**src/rtl/lag_product_acc_pkg.sv**
```systemverilog
// Shared types and sizing helpers for the lag product accumulator.
package lag_product_acc_pkg;

  typedef enum logic {
    ACCUM = 1'b0,
    HOLD  = 1'b1
  } state_e;

  // Accumulator width: full-precision product plus headroom for one frame of sums.
  function automatic int unsigned acc_width_f(input int unsigned width, input int unsigned frame);
    return 2 * width + $clog2(frame);
  endfunction

endpackage

```
**src/rtl/lag_mult.sv**
```systemverilog
// Signed multiplier for one live/lag sample pair.
// With LAG_PRODUCT_ACC_PIPE_EN defined the product is registered one stage.
module lag_mult #(
  parameter int unsigned width_p = 8
) (
`ifdef LAG_PRODUCT_ACC_PIPE_EN
  input  logic                        clk_i,
  input  logic                        reset_ni,
`endif
  input  logic signed [width_p-1:0]   a_i,
  input  logic signed [width_p-1:0]   b_i,
  output logic signed [2*width_p-1:0] product_o
);

  localparam int unsigned prod_w = 2 * width_p;

  logic signed [prod_w-1:0] product_c;

  assign product_c = prod_w'(a_i) * prod_w'(b_i);

`ifdef LAG_PRODUCT_ACC_PIPE_EN
  // Product pipeline register.
  always_ff @(posedge clk_i or negedge reset_ni) begin
    if (!reset_ni) begin
      product_o <= '0;
    end else begin
      product_o <= product_c;
    end
  end
`else
  assign product_o = product_c;
`endif

endmodule

```
**src/rtl/lag_product_acc.sv**
```systemverilog
// Lag product accumulator: sums live*lag products over a frame of frame_p pairs
// and presents the result until the downstream accepts it.
// Optional macro LAG_PRODUCT_ACC_PIPE_EN adds a product pipeline stage.
module lag_product_acc
  import lag_product_acc_pkg::*;
#(
  parameter int unsigned width_p = 8,
  parameter int unsigned frame_p = 64
) (
  input  logic                                              clk_i,
  input  logic                                              reset_ni,
  input  logic signed [width_p-1:0]                         live_data_i,
  input  logic                                              live_valid_i,
  output logic                                              live_ready_o,
  input  logic signed [width_p-1:0]                         lag_data_i,
  input  logic                                              lag_valid_i,
  output logic                                              lag_ready_o,
  output logic                                              valid_o,
  output logic signed [acc_width_f(width_p, frame_p)-1:0]   data_o,
  input  logic                                              ready_i
);

  localparam int unsigned acc_width = acc_width_f(width_p, frame_p);
  localparam int unsigned cnt_w     = $clog2(frame_p);
  localparam int unsigned prod_w    = 2 * width_p;

  state_e                   state;
  logic [cnt_w-1:0]         cnt;
  logic signed [acc_width-1:0] acc;
  logic signed [prod_w-1:0] product;

  logic                     open_c;
  logic                     take_c;
  logic                     last_c;
  logic                     acc_en_c;
  logic                     acc_last_c;
  logic signed [acc_width-1:0] sum_c;

  assign last_c       = (cnt == cnt_w'(frame_p - 1));
  assign take_c       = open_c && live_valid_i && lag_valid_i;
  assign live_ready_o = open_c && lag_valid_i;
  assign lag_ready_o  = open_c && live_valid_i;
  assign sum_c        = acc + acc_width'(product);

  lag_mult #(
    .width_p   (width_p)
  ) u_mult (
`ifdef LAG_PRODUCT_ACC_PIPE_EN
    .clk_i     (clk_i),
    .reset_ni  (reset_ni),
`endif
    .a_i       (live_data_i),
    .b_i       (lag_data_i),
    .product_o (product)
  );

`ifdef LAG_PRODUCT_ACC_PIPE_EN
  logic take_q;
  logic last_q;

  // Takes pause while the final product of a frame is still in flight.
  assign open_c     = (state == ACCUM) && !last_q;
  assign acc_en_c   = take_q;
  assign acc_last_c = last_q;

  // Take and last-pair flags travel alongside the registered product.
  always_ff @(posedge clk_i or negedge reset_ni) begin
    if (!reset_ni) begin
      take_q <= 1'b0;
      last_q <= 1'b0;
    end else begin
      take_q <= take_c;
      last_q <= take_c && last_c;
    end
  end
`else
  assign open_c     = (state == ACCUM);
  assign acc_en_c   = take_c;
  assign acc_last_c = take_c && last_c;
`endif

  // Pair counter, wrapping on the last pair of each frame.
  always_ff @(posedge clk_i or negedge reset_ni) begin
    if (!reset_ni) begin
      cnt <= '0;
    end else if (take_c) begin
      cnt <= last_c ? '0 : cnt + cnt_w'(1);
    end
  end

  // Accumulate / hold state machine with registered result and valid.
  always_ff @(posedge clk_i or negedge reset_ni) begin
    if (!reset_ni) begin
      state   <= ACCUM;
      acc     <= '0;
      data_o  <= '0;
      valid_o <= 1'b0;
    end else begin
      case (state)
        ACCUM: begin
          if (acc_en_c) begin
            if (acc_last_c) begin
              data_o  <= sum_c;
              acc     <= '0;
              valid_o <= 1'b1;
              state   <= HOLD;
            end else begin
              acc <= sum_c;
            end
          end
        end
        HOLD: begin
          if (ready_i) begin
            valid_o <= 1'b0;
            state   <= ACCUM;
          end
        end
        default: begin
          state   <= ACCUM;
          valid_o <= 1'b0;
        end
      endcase
    end
  end

endmodule

```
**config.mk**
```make
export PLATFORM = sky130hd
export DESIGN_NAME = lag_product_acc
export DESIGN_NICKNAME = d
export VERILOG_FILES = /design/src/rtl/lag_product_acc_pkg.sv /design/src/rtl/lag_mult.sv /design/src/rtl/lag_product_acc.sv
export SDC_FILE = /design/constraint.sdc
export NUM_CORES = 1
export LEC_CHECK = 0
export ABC_AREA = 1
export CORE_UTILIZATION = 45
export DETAILED_ROUTE_END_ITERATION = 10
export PLACE_DENSITY = 0.61
export SLEW_MARGIN = 20
export SYNTH_ARGS = -nofsm -noshare
export SYNTH_HDL_FRONTEND = slang
export SYNTH_SLANG_ARGS = --single-unit
```
**constraint.sdc**
```tcl
create_clock -name clk_i -period 5.7 [get_ports clk_i]
set_input_delay 1.14 -clock clk_i [delete_from_list [all_inputs] [get_ports clk_i]]
set_output_delay 1.14 -clock clk_i [all_outputs]
set_load 0.01 [all_outputs]
```
==> summary.txt <==
Clocking
  • TritonCTS Buffers: 5
  • Clock latency on the worst-skew pair: 0.29 ns
  • Root Buffer: clkbuf_16
  • Clock Sinks: 52
  • Worst-path clk slew: 0.07 ns
  • CTS Buffer Depth: 2
  • Setup Buffers After CTS: 0
  • CTS tree: done
  • Htree depth: 2

Placement
  • RePlAce Congestion: 0.885
  • Port Buf Inserts: 45
  • DP Wirelength: 12300 um
  • Placed Instances: 1010
  • Placed cell areas: 7330 um2

Global routing
  • GRT overflow: 0
  • Initial antenna violation count: 0
  • Largest net degree at the start of global routing: 53
  • First-pass GRT wire length: 25200 um
  • Vias in the first global route: 5079
  • Total global-route track usage: 22.3%

Yosys
  • Largest cells by area after synthesis: fa_1, dfrtp_1, nand2_1
  • Ys Warns: 0
  • Syn_area_per_cell: 8.41 um2
  • EDFF count, synth: 0
  • Synth top area share: 31.0%
  • Cell Area, Synth: 6210 um2
  • Synth Instances: 738
  • #FFs+latches synth: 52
  • Cell taking the most area after synthesis: fa_1
  • Netlist cell types: 36
  • Top_reg_cell synth: dfrtp_1
  • Seq/Total Area, Yosys: 21.0%
  • Synth async-reset ratio: 100%
  • Post-Syn Nets: 906

Finish
  • NumNets Final: 1009
  • Most frequent cells in the layout: nand2_1, inv_1, fa_1
  • Fillers: 1255
  • Fraction of layout cells with a size suffix above 1: 13.1%
  • Design area: 7570 um2
  • Antenna fix cells: 0
  • Most common cell after layout, fill and taps aside: nand2_1
  • Final design utilization: 56.7%
  • Area grow syn2layout: 22.0%
  • Final cell count without fillers: 1017

STA
  • Clock skew after layout: 0.00466 ns
  • Min Tclk post-route: 5.49 ns
  • Tightest Pin Transition: 0.726 ns
  • Max Clk Rate: 182 MHz
  • Final setup TNS: 0 ns
  • Finish-stage setup viols: 0
  • Max-slew violation count: 0
  • Final Hold Vio Count: 0
  • Slew margin rel.: 51.6%
  • Tcrit/Tclk final: 96.4%

Run status
  • Status: finished, final reports clean

Drt
  • Final wirelength: 14600 um
  • DR vias/cell: 4.83
  • Via Count: 4917
  • DR WL/cell: 14.4 um
  • First-iteration detailed-routing DRC count: 199
  • DRC: 0
  • Drt pass-1 iters: 5
  • Routed Antenna Nets: 0

Critical path
  • CP max FO: 3
  • Crit. End Element: flop
  • Critical Path AT: 5.68 ns
  • Worst R2R End: acc[19]
  • Worst Reg-to-Reg Cells: 19
  • Crit path kind: primary input to flop
  • Worst EP required: 5.88 ns
  • Flop-to-flop setup slack: 1.43 ns
  • CP startpoint kind: primary input
  • R2r startpoint: acc[6]

Floorplanning
  • Die H: 119 um
  • Core area: 13300 um2
  • IO Count: 46
  • Chip width: 119 um
  • FP Rows: 42
  • Die footprint: 14300 um2
  • Initial Utilization: 46.5%

Job
  • Max cap viols: 0

Worst hold path
  • Type of the most critical hold path: flop to flop
  • WHS Endpoint: cnt[4]
  • WHS Path Cells: 1
  • HP Start: cnt[4]
## repair_timing
item | in CTS | in global routing
endpoints found under the hold margin | 0 | 0
endpoints found under the setup margin | 5 | 27
pin swaps | 0 | 7
gates resized for setup | 2 | 11
hold buffers | 0 | 0
## per-layer routing
metal	vias to the layer above	part of all wire [%]	wire, um	global-route usage (%)
met5	-	0	0	0
met1	2421	44	6490	29.6
met4	0	1.1	164	4.30
met2	72	52	7630	40.3
met3	13	2.2	315	1.53
li1	2411	-	-	-
## synthesized netlist by cell type (2+ instances only)
master and instances:
nand2_1 202, xnor2_1 4, nand4_1 4, fa_1 96, nor2_2 4, o22ai_1 6
nor3_1 2, a21oi_1 15, buf_6 3, nand3_1 38, a22o_1 2, nand3b_1 4
ha_1 51, inv_1 159, clkbuf_1 15, nor2_1 23, xor2_1 5, o21ai_0 13
nor2_4 2, or2_2 2, dfrtp_1 52, o21ai_1 13, nand2_2 3, inv_2 4
a21oi_2 2, buf_4 3, buf_2 2
## state kept, by name, summed over array words and instances (netlist names)
register  cells
valid_o       1
state         1
data_o       22
cnt           6
acc          22
## worst max-delay path, stage by stage
cell	delay, ns
clkdlybuf4s50_1	0.47
clkinv_1	0.08
or2_2	0.29
fa_1	0.48
fa_1	0.56
inv_1	0.06
fa_1	0.46
fa_1	0.52
fa_1	0.42
ha_1	0.32
nand2_1	0.07
nor2_1	0.15
nand2_1	0.07
nand2_1	0.13
nand3_1	0.15
nand2_1	0.10
nand2_1	0.06
nand3_1	0.07
nand2_1	0.06
## worst max-delay path by stage
stage / startpoint / to / slack (ns) / cells past startpoint
floorplan: lag_data_i[0] / data_o[21] / 0.18 / 19
global placement: live_data_i[0] / acc[21] / -0.26 / 21
detailed placement: live_data_i[0] / data_o[11] / -0.30 / 16
CTS: lag_data_i[7] / data_o[11] / 0.005 / 17
global route: lag_data_i[1] / acc[21] / -0.02 / 22
finish: lag_data_i[7] / acc[19] / 0.21 / 19
## kinds of logic (layout without fill, tap and decap cells)
kind of cell / count (synthesis) / count (layout) / synth area share, %
buf+inv: 188 / 291 / 12.0
flops: 52 / 52 / 21.0
xor+xnor: 9 / 9 / 1.27
fa+ha+maj: 147 / 147 / 41.2
compound gates: 52 / 52 / 4.60
simple gates: 290 / 290 / 20.0
## area by class of cell
type,count,area [um2],share of cell area (%)
multi-input cells,498,4210,55.6
flip-flops and latches,52,1300,17.2
repair buffers,119,1030,13.7
inverters,165,622,8.21
well taps,176,220,2.91
clock buffers,5,125,1.65
clock inverters,2,60.1,0.793
## through the flow
stage	setup slack [ns]	hold slack, ns
after floorplan	0.177	0.442
after global placement	-0.260	0.460
after detailed placement	-0.299	0.458
after CTS	0.00504	0.471
after global routing	-0.0155	0.484
final	0.205	0.464
Power is left out: the tool's default activity adds up to more than one toggle a clock period on the data nets, which glitch-free logic cannot reach.
